File: src/rtl/burst_rr_arbiter_pkg.sv
// Shared definitions for the burst arbiter family: FSM state encoding and field width default.
package burst_rr_arbiter_pkg;

   localparam int unsigned OffsetWDefault = 3;

   typedef enum logic [0:0] {
      StIdle,
      StBurst
   } arb_state_e;

endpackage

File: src/rtl/burst_rr_arbiter_rr_grant2.sv
// Two-way round-robin grant: the requester named by prio_i wins, the other only when it is idle.
module burst_rr_arbiter_rr_grant2 (
   input  logic [1:0] valid_i,
   input  logic       prio_i,
   output logic [1:0] grant_o
);

   logic other;

   assign other = ~prio_i;

   always_comb begin
      grant_o = '0;
      if (valid_i[prio_i]) begin
         grant_o[prio_i] = 1'b1;
      end else if (valid_i[other]) begin
         grant_o[other] = 1'b1;
      end
   end

endmodule

File: src/rtl/burst_rr_arbiter.sv
// Two-requester burst arbiter: accepts one command at a time and expands it into wrapping beats.
module burst_rr_arbiter
   import burst_rr_arbiter_pkg::*;
#(
   parameter int unsigned OFFSET_W = OffsetWDefault
) (
   input  logic                clock,
   input  logic                reset,

   input  logic                io_in_0_valid,
   input  logic                io_in_0_bits_id,
   input  logic [OFFSET_W-1:0] io_in_0_bits_offset,
   input  logic [OFFSET_W-1:0] io_in_0_bits_len,
   output logic                io_in_0_ready,

   input  logic                io_in_1_valid,
   input  logic                io_in_1_bits_id,
   input  logic [OFFSET_W-1:0] io_in_1_bits_offset,
   input  logic [OFFSET_W-1:0] io_in_1_bits_len,
   output logic                io_in_1_ready,

   input  logic                io_out_ready,
   output logic                io_out_valid,
   output logic                io_out_bits_id,
   output logic [OFFSET_W-1:0] io_out_bits_offset,
   output logic                io_out_bits_last,
   output logic                io_out_bits_src
);

   arb_state_e          state_q, state_d;
   logic                ptr_q, ptr_d;
   logic [OFFSET_W-1:0] beat_q, beat_d;
   logic [OFFSET_W-1:0] len_q, len_d;

   logic                out_valid_q, out_valid_d;
   logic                out_id_q, out_id_d;
   logic [OFFSET_W-1:0] out_offset_q, out_offset_d;
   logic                out_last_q, out_last_d;
   logic                out_src_q, out_src_d;

   logic [1:0]          valid;
   logic [1:0]          grant;
   logic                idle;
   logic                accept;
   logic                out_fire;
   logic                sel;
   logic [OFFSET_W-1:0] sel_len;

   assign valid = {io_in_1_valid, io_in_0_valid};

   burst_rr_arbiter_rr_grant2 u_grant (
      .valid_i (valid),
      .prio_i  (ptr_q),
      .grant_o (grant)
   );

   assign idle     = (state_q == StIdle);
   assign accept   = idle & (|grant);
   assign out_fire = (state_q == StBurst) & io_out_ready;
   assign sel      = grant[1];
   assign sel_len  = sel ? io_in_1_bits_len : io_in_0_bits_len;

   assign io_in_0_ready = idle & grant[0];
   assign io_in_1_ready = idle & grant[1];

   always_comb begin
      state_d      = state_q;
      ptr_d        = ptr_q;
      beat_d       = beat_q;
      len_d        = len_q;
      out_valid_d  = out_valid_q;
      out_id_d     = out_id_q;
      out_offset_d = out_offset_q;
      out_last_d   = out_last_q;
      out_src_d    = out_src_q;

      case (state_q)
         StIdle: begin
            if (accept) begin
               state_d      = StBurst;
               ptr_d        = ~sel;
               beat_d       = '0;
               len_d        = sel_len;
               out_valid_d  = 1'b1;
               out_id_d     = sel ? io_in_1_bits_id : io_in_0_bits_id;
               out_offset_d = sel ? io_in_1_bits_offset : io_in_0_bits_offset;
               out_last_d   = (sel_len == '0);
               out_src_d    = sel;
            end
         end
         StBurst: begin
            if (out_fire) begin
               if (out_last_q) begin
                  // Returning to idle blocks acceptance for one cycle, giving the bubble.
                  state_d      = StIdle;
                  out_valid_d  = 1'b0;
                  out_id_d     = 1'b0;
                  out_offset_d = '0;
                  out_last_d   = 1'b0;
                  out_src_d    = 1'b0;
               end else begin
                  beat_d       = beat_q + OFFSET_W'(1);
                  out_offset_d = out_offset_q + OFFSET_W'(1);
                  out_last_d   = ((beat_q + OFFSET_W'(1)) == len_q);
               end
            end
         end
         default: state_d = StIdle;
      endcase
   end

   always_ff @(posedge clock) begin
      if (!reset) begin
         state_q      <= StIdle;
         ptr_q        <= 1'b0;
         beat_q       <= '0;
         len_q        <= '0;
         out_valid_q  <= 1'b0;
         out_id_q     <= 1'b0;
         out_offset_q <= '0;
         out_last_q   <= 1'b0;
         out_src_q    <= 1'b0;
      end else begin
         state_q      <= state_d;
         ptr_q        <= ptr_d;
         beat_q       <= beat_d;
         len_q        <= len_d;
         out_valid_q  <= out_valid_d;
         out_id_q     <= out_id_d;
         out_offset_q <= out_offset_d;
         out_last_q   <= out_last_d;
         out_src_q    <= out_src_d;
      end
   end

   assign io_out_valid       = out_valid_q;
   assign io_out_bits_id     = out_id_q;
   assign io_out_bits_offset = out_offset_q;
   assign io_out_bits_last   = out_last_q;
   assign io_out_bits_src    = out_src_q;

endmodule

File: config.mk
export PLATFORM = sky130hd
export DESIGN_NAME = burst_rr_arbiter
export DESIGN_NICKNAME = d
export VERILOG_FILES = /design/src/rtl/burst_rr_arbiter_pkg.sv /design/src/rtl/burst_rr_arbiter_rr_grant2.sv /design/src/rtl/burst_rr_arbiter.sv
export SDC_FILE = /design/constraint.sdc
export NUM_CORES = 1
export LEC_CHECK = 0
export ABC_AREA = 1
export BUFFER_PORTS_ARGS = -buffer_cell sky130_fd_sc_hd__buf_2
export CORE_MARGIN = 3
export CORE_UTILIZATION = 45
export DETAILED_ROUTE_END_ITERATION = 10
export GPL_ROUTABILITY_DRIVEN = 0
export HOLD_SLACK_MARGIN = 0.06
export PLACE_DENSITY_LB_ADDON = 0.25
export SETUP_SLACK_MARGIN = 0.2
export SYNTH_ARGS = -nofsm -noshare
export SYNTH_HDL_FRONTEND = slang
export SYNTH_SLANG_ARGS = --single-unit
export TNS_END_PERCENT = 10
File: constraint.sdc
create_clock -name clock -period 2.1 [get_ports clock]
set_input_delay 0.42 -clock clock [delete_from_list [all_inputs] [get_ports clock]]
set_output_delay 0.42 -clock clock [all_outputs]
set_load 0.005 [all_outputs]
==> results.sh, run 1 <==
export IMPL_synth_top_family_by_area="simple AND/OR/NAND/NOR gates"
export IMPL_worst_path_buf_inv=2
export IMPL_netlist_top_cells_area="dfxtp_1, nand2_1, inv_1"
export IMPL_clkTransAtPathRegs_ns=0.09
export IMPL_endpoint_kind="primary output"
export IMPL_finClkSkew_ns=0.000654
export IMPL_die_h_um=50.2
export IMPL_min_period_over_period_pct=77.1
export IMPL_gr_usage_all_layers_pct=18.4
export IMPL_r2r_end="io_out_bits_offset[2]"
export IMPL_timing_rr_start="state_q"
export IMPL_worst_slew_pin_slew_ns=0.245
export IMPL_vias=924
export IMPL_finalCoreUtilization_pct=59.4
export IMPL_final_area_um2=1060
export IMPL_worstPathArrival_ns=1.20
export IMPL_yosysWarnings=0
export IMPL_hold_class="in2reg"
export IMPL_synth_seq_cells=15
export IMPL_yosys_area_share_xor_xnor_pct=0.999
export IMPL_outcome="finished clean"
export IMPL_syn_to_final_growth_pct=20.7
export IMPL_grt_pass1_vias=866
export IMPL_yosys_area_share_simple_pct=38.4
export IMPL_cts_root_buf="clkbuf_4"
export IMPL_synth_area_um2=877
export IMPL_cp_required_ns=1.68
export IMPL_fmax_mhz=617
export IMPL_wl_mm=2.03
export IMPL_cts_made_buffers=3
export IMPL_place_hpwl_mm=1.63
export IMPL_worstPathCellList="nand2_2 > nand2_2 > nand2_1 > inv_1 > buf_2"
export IMPL_synth_compound_area_share_pct=12.8
export IMPL_num_rows=15
export IMPL_drt_iter0_markers=14
export IMPL_cts_tree="done"
export IMPL_netlist_instances=137
export IMPL_drc=0
export IMPL_clk_path_buf_depth=2
export IMPL_ys_flop_type="dfxtp_1"
export IMPL_post_cts_buffers=0
export IMPL_drv_slew=0
export IMPL_post_drt_via_cell_ratio=4.81
export IMPL_antennaDiodeCount=0
export IMPL_yosysTopAreaCell="dfxtp_1"
export IMPL_p_per_area_nw_per_um2=671
export IMPL_ff2ff_setup_slack_ns=0.86
export IMPL_fin_tns_setup_ns=0
export IMPL_ir_drop_mv=0.440
export IMPL_grt_setup_unrepaired="no"
export IMPL_globalRoute_totalOverflow=0
export IMPL_seq_area_frac_synth_pct=34.2
export IMPL_postCtsResizedCells=0
export IMPL_power_leakage_nw=0.587
export IMPL_cpMostUsedCell="nand2_2"
export IMPL_ys_types=18
export IMPL_maxSlewHeadroom_pct=83.6
export IMPL_h_tree_depth=1
export IMPL_finalHoldViolations=0
export IMPL_clkLatencyLatePin_ns=0.28
export IMPL_drv_cap=0
export IMPL_max_stage_delay_ns=0.36
export IMPL_final_nets=189
export IMPL_async_reset_ff_share_pct=0
export IMPL_cts_sinks=15
export IMPL_placement_io_buffers=27
export IMPL_io_pins=28
export IMPL_startpoint="ptr_q"
export IMPL_synth_most_common_cell="nand2_1"
export IMPL_setup_viol=0
export IMPL_fp_coreArea_um2=1780
export IMPL_start_util_pct=49.2
export IMPL_drive_gt1_share_pct=22.2
export IMPL_dpl_cell_area_um2=1030
export IMPL_synth_edff_count=0
export IMPL_yosysTopAreaCellShare_pct=34.2
export IMPL_dieArea_um2=2520
export IMPL_path_class="reg2out"
export IMPL_reg2regPathDepth=7
export IMPL_min_period_ns=1.62
export IMPL_cp_top_family="simple AND/OR/NAND/NOR gates"
export IMPL_synth_top_cells_by_count="nand2_1, inv_1, dfxtp_1, nand3_1, a21oi_1"
export IMPL_synth_net_count=158
export IMPL_dr_pass1_iters=4
export IMPL_ctsHoldBuffers=0
export IMPL_die_x_um=50.2
export IMPL_grt_pass1_wl_mm=3.57
export IMPL_avgSynthCellArea_um2=6.40
export IMPL_grt_antenna_before_repair=0
export IMPL_slowest_stage="dfxtp_1"
export IMPL_path_max_fanout=9
export IMPL_crit_path_start_kind="flop"
export IMPL_min_to="io_out_bits_last"
export IMPL_synthAdderAreaFrac_pct=2.85
export IMPL_grt_max_degree=14
export IMPL_routedWlPerCell_um=10.5
export IMPL_worstHoldStart="reset"
export IMPL_muxShareOfSynthArea_pct=0
export IMPL_holdPathStages=3
export IMPL_ant_nets=0
metal layers:
layer / share of wire (%) / global-route usage [%]
met5: 0 / 0
met2: 49 / 30.9
met1: 47 / 23.0
met3: 3.1 / 3.56
met4: 0.64 / 6.91
power by group:
group	internal, mW	switching (mW)
Combinational	0.0825	0.122
Clock	0.0736	0.0932
Sequential	0.316	0.0239
worst max-delay path by stage:
stage,to,slack (ns),cells past startpoint
floorplan,io_in_1_ready,0.80,5
finish,io_in_1_ready,0.48,5
CTS,io_in_1_ready,0.47,5
global placement,io_in_1_ready,0.56,7
detailed placement,io_in_1_ready,0.52,7
global route,io_in_1_ready,0.39,5
cells by family after synthesis:
family	count (synthesis)
AND/OR/NAND/NOR	74
buffers and inverters	23
AO/OA/AOI/OAI	22
flip-flops	15
adder cells (fa/ha/maj)	2
XOR/XNOR	1
worst reg2reg max path, stage by stage, from the launching register on:
cell     delay [ns]
dfxtp_1        0.41
inv_2          0.13
nor2_4         0.20
o21ai_0        0.12
a21o_1         0.16
nand3_1        0.07
nand2_1        0.05
inv_1          0.05
flip-flops by register name (all words and copies together), names as in the netlist:
register            count
beat_q                  3
io_out_bits_offset      3
len_q                   3
io_out_bits_id          1
io_out_bits_last        1
io_out_bits_src         1
io_out_valid            1
ptr_q                   1
state_q                 1
layout by cell type, fill, tap and decap left out, types with 2 or more instances in the layout:
| master | netlist | final |
|---|---|---|
| a21oi_1 | 13 | 13 |
| buf_2 | 0 | 27 |
| clkbuf_4 | 0 | 3 |
| dfxtp_1 | 15 | 15 |
| ha_1 | 2 | 2 |
| inv_1 | 20 | 20 |
| nand2_1 | 44 | 44 |
| nand2_2 | 2 | 2 |
| nand2_4 | 2 | 2 |
| nand3_1 | 14 | 14 |
| nand3b_1 | 2 | 2 |
| nor2_1 | 8 | 8 |
| o21ai_0 | 8 | 8 |
through the flow:
step / hold slack [ns] / total power [mW] / std cells / setup WS, ns
6_report: 0.434 / 0.710 / 192 / 0.480
5_1_grt: 0.441 / 0.771 / 192 / 0.385
4_1_cts: 0.414 / 0.723 / 192 / 0.475
3_5_place_dp: 0.453 / 0.551 / 188 / 0.516
3_3_place_gp: 0.449 / 0.545 / 188 / 0.562
2_1_floorplan: 0.443 / 0.486 / 137 / 0.799
cell type report:
cell class	instances	area (µm²)
multi-input combinational	99	483
sequential	15	300
fill	179	724
inverter	22	82.6
timing repair buffer	27	135
tap	25	31.3
clock buffer	4	26.3
Note: power is estimated with default switching activity, not from simulation.
==> inputs of run 2 (changes only) <==
--- a/config.mk
+++ b/config.mk
@@ -5,7 +5,7 @@
 export SDC_FILE = /design/constraint.sdc
 export NUM_CORES = 1
 export LEC_CHECK = 0
-export ABC_AREA = 1
+export ABC_AREA = 0
 export BUFFER_PORTS_ARGS = -buffer_cell sky130_fd_sc_hd__buf_2
 export CORE_MARGIN = 3
 export CORE_UTILIZATION = 45
==> constraint.sdc (replaced) <==
create_clock -name clock -period 1.5 [get_ports clock]
set_input_delay 0.3 -clock clock [delete_from_list [all_inputs] [get_ports clock]]
set_output_delay 0.3 -clock clock [all_outputs]
set_load 0.005 [all_outputs]
==> results.sh, run 2 <==
export IMPL_outcome="finished clean"
export IMPL_place_hpwl_mm=1.57
export IMPL_avgSynthCellArea_um2=8.47
export IMPL_muxShareOfSynthArea_pct=1.17
export IMPL_yosysTopAreaCellShare_pct=35.1
export IMPL_netlist_instances=101
export IMPL_cp_required_ns=1.20
export IMPL_cts_sinks=15
export IMPL_gr_usage_all_layers_pct=19.2
export IMPL_dr_pass1_iters=4
export IMPL_post_drt_via_cell_ratio=5.50
export IMPL_synth_top_family_by_area="compound AO/OA/AOI/OAI gates"
export IMPL_die_x_um=49.6
export IMPL_synth_compound_area_share_pct=31.1
export IMPL_h_tree_depth=1
export IMPL_drv_cap=0
export IMPL_wl_mm=2.39
export IMPL_worstPathArrival_ns=1.07
export IMPL_cts_tree="done"
export IMPL_setup_viol=0
export IMPL_grt_pass1_wl_mm=3.70
export IMPL_grt_pass1_vias=823
export IMPL_min_period_over_period_pct=91.1
export IMPL_start_util_pct=48.5
export IMPL_ys_flop_type="dfxtp_1"
export IMPL_p_switching_uw=330
export IMPL_drive_gt1_share_pct=44.3
export IMPL_r2r_end="io_out_bits_offset[2]"
export IMPL_dieArea_um2=2460
export IMPL_pwr_share_comb_pct=31.1
export IMPL_finalPower_mw=1.03
export IMPL_async_reset_ff_share_pct=0
export IMPL_netlist_top_cells_area="dfxtp_1, a21oi_1, a311oi_1"
export IMPL_yosysTopAreaCell="dfxtp_1"
export IMPL_synth_net_count=122
export IMPL_synth_seq_cells=15
export IMPL_synth_area_um2=856
export IMPL_finalCoreUtilization_pct=68.7
export IMPL_intPower_uw=702
export IMPL_io_pins=28
export IMPL_ys_types=36
export IMPL_final_nets=162
export IMPL_ctsHoldBuffers=0
export IMPL_seq_area_um2=307
export IMPL_finalHoldViolations=0
export IMPL_min_period_ns=1.37
export IMPL_clkTransAtPathRegs_ns=0.10
export IMPL_antennaDiodeCount=0
export IMPL_yosys_area_share_xor_xnor_pct=4.09
export IMPL_ant_nets=0
export IMPL_seq_area_frac_synth_pct=35.1
export IMPL_holdPathStages=3
export IMPL_finClkSkew_ns=0.00414
export IMPL_reg2regPathDepth=6
export IMPL_seqPwrFrac_pct=45.2
export IMPL_drc=0
export IMPL_drt_iter0_markers=22
export IMPL_grt_setup_unrepaired="yes"
export IMPL_final_common_cell="buf_2"
export IMPL_routedWlPerCell_um=14.5
export IMPL_clkLatencyLatePin_ns=0.29
export IMPL_drv_slew=0
export IMPL_fin_tns_setup_ns=0
export IMPL_synth_edff_count=0
export IMPL_yosysWarnings=0
export IMPL_sw_frac_of_total_pct=31.9
export IMPL_clk_path_buf_depth=2
export IMPL_synthAdderAreaFrac_pct=2.92
export IMPL_power_leakage_nw=0.533
export IMPL_ff2ff_setup_slack_ns=0.15
export IMPL_multi_input_area_um2=557
export IMPL_placement_io_buffers=27
export IMPL_timing_rr_start="state_q"
export IMPL_globalRoute_totalOverflow=0
export IMPL_path_max_fanout=8
export IMPL_p_per_area_nw_per_um2=851
export IMPL_hold_class="in2reg"
export IMPL_vias=908
export IMPL_clockPowerShare_pct=23.7
export IMPL_die_h_um=49.6
export IMPL_maxSlewHeadroom_pct=70.4
export IMPL_endpoint_kind="primary output"
export IMPL_fp_coreArea_um2=1760
export IMPL_synth_most_common_cell="dfxtp_1"
export IMPL_grt_max_degree=16
export IMPL_min_to="len_q[1]"
export IMPL_grt_antenna_before_repair=0
export IMPL_fillers=153
export IMPL_worstHoldStart="io_in_0_bits_len[1]"
export IMPL_synth_top_cells_by_count="dfxtp_1, a21oi_1, nand2_1, nor2_1"
export IMPL_ir_drop_mv=0.559
export IMPL_crit_path_start_kind="flop"
export IMPL_cts_made_buffers=3
export IMPL_path_class="reg2out"
export IMPL_num_rows=15
export IMPL_layout_common_cells="buf_2, dfxtp_1, buf_4"
export IMPL_cts_root_buf="clkbuf_4"
export IMPL_yosys_area_share_simple_pct=19.4
export IMPL_syn_to_final_growth_pct=41.7
export IMPL_worst_slew_pin_slew_ns=0.444
export IMPL_fmax_mhz=732
## run 2: changes by cell type in the layout (fill, tap and decap cells not counted), sizes merged, moves of 10 or more
cell / previous run / this run
nand2: 48 / 7
inv: 21 / 5
buf: 27 / 41
nand3: 15 / 5
## run 2: cells by family after synthesis
group / count (synthesis)
adder cells (fa/ha/maj): 2
AND/OR/NAND/NOR: 32
multiplexers: 1
flip-flops: 15
XOR/XNOR: 4
buffers and inverters: 11
AO/OA/AOI/OAI: 36
## run 2: through the flow
stage | std cells | setup slack (ns) | area [µm²] | hold WS [ns]
6_report | 165 | 0.133 | 1210 | 0.278
5_1_grt | 165 | 0.0915 | 1210 | 0.279
4_1_cts | 161 | 0.155 | 1120 | 0.281
3_5_place_dp | 155 | 0.0809 | 1050 | 0.481
2_1_floorplan | 101 | 0.238 | 856 | 0.417
3_3_place_gp | 155 | 0.115 | 1050 | 0.468
## run 2: area by class of cell
cell class	instances	area share (%)
multi-input combinational	75	45.9
sequential	15	25.3
clock inverter	1	0.413
tap	25	2.58
inverter	5	1.96
clock buffer	3	1.86
timing repair buffer	41	22.0
## run 2: how the worst max path moves through the flow
| stage | startpoint | endpoint |
|---|---|---|
| CTS | ptr_q | io_in_0_ready |
| detailed placement | io_in_0_valid | io_out_bits_offset[1] |
| global placement | io_in_1_valid | io_out_bits_offset[1] |
| global route | state_q | io_out_bits_offset[1] |
| floorplan | beat_q[0] | io_out_bits_last |
| finish | state_q | io_in_0_ready |
## run 2: timing repair
action / in CTS / in global routing
setup endpoints to repair: 8 / 11
gates resized for setup: 11 / 11
pin swaps: 1 / 4
endpoints found under the hold margin: 0 / 0
setup buffers: 2 / 4
## run 2: power by group through the flow
stage	clock network [mW]	logic, mW	registers (mW)
6_report	0.244	0.321	0.466
5_1_grt	0.269	0.349	0.472
4_1_cts	0.242	0.271	0.461
3_5_place_dp	0	0.255	0.469
3_3_place_gp	0	0.250	0.468
2_1_floorplan	0	0.157	0.467
## run 2: critical path, cell delays in order, from the launching register on
cell and delay, ns:
dfxtp_4 0.44, inv_6 0.06, and3_4 0.17, buf_6 0.11
## run 2: per-layer routing
layer / GRT usage, % / share of wire (%) / wire length [µm]
met5: 0 / 0 / 0
met3: 3.02 / 3.1 / 73
met4: 6.91 / 1.7 / 41
met1: 25.9 / 47 / 1130
met2: 30.6 / 48 / 1140
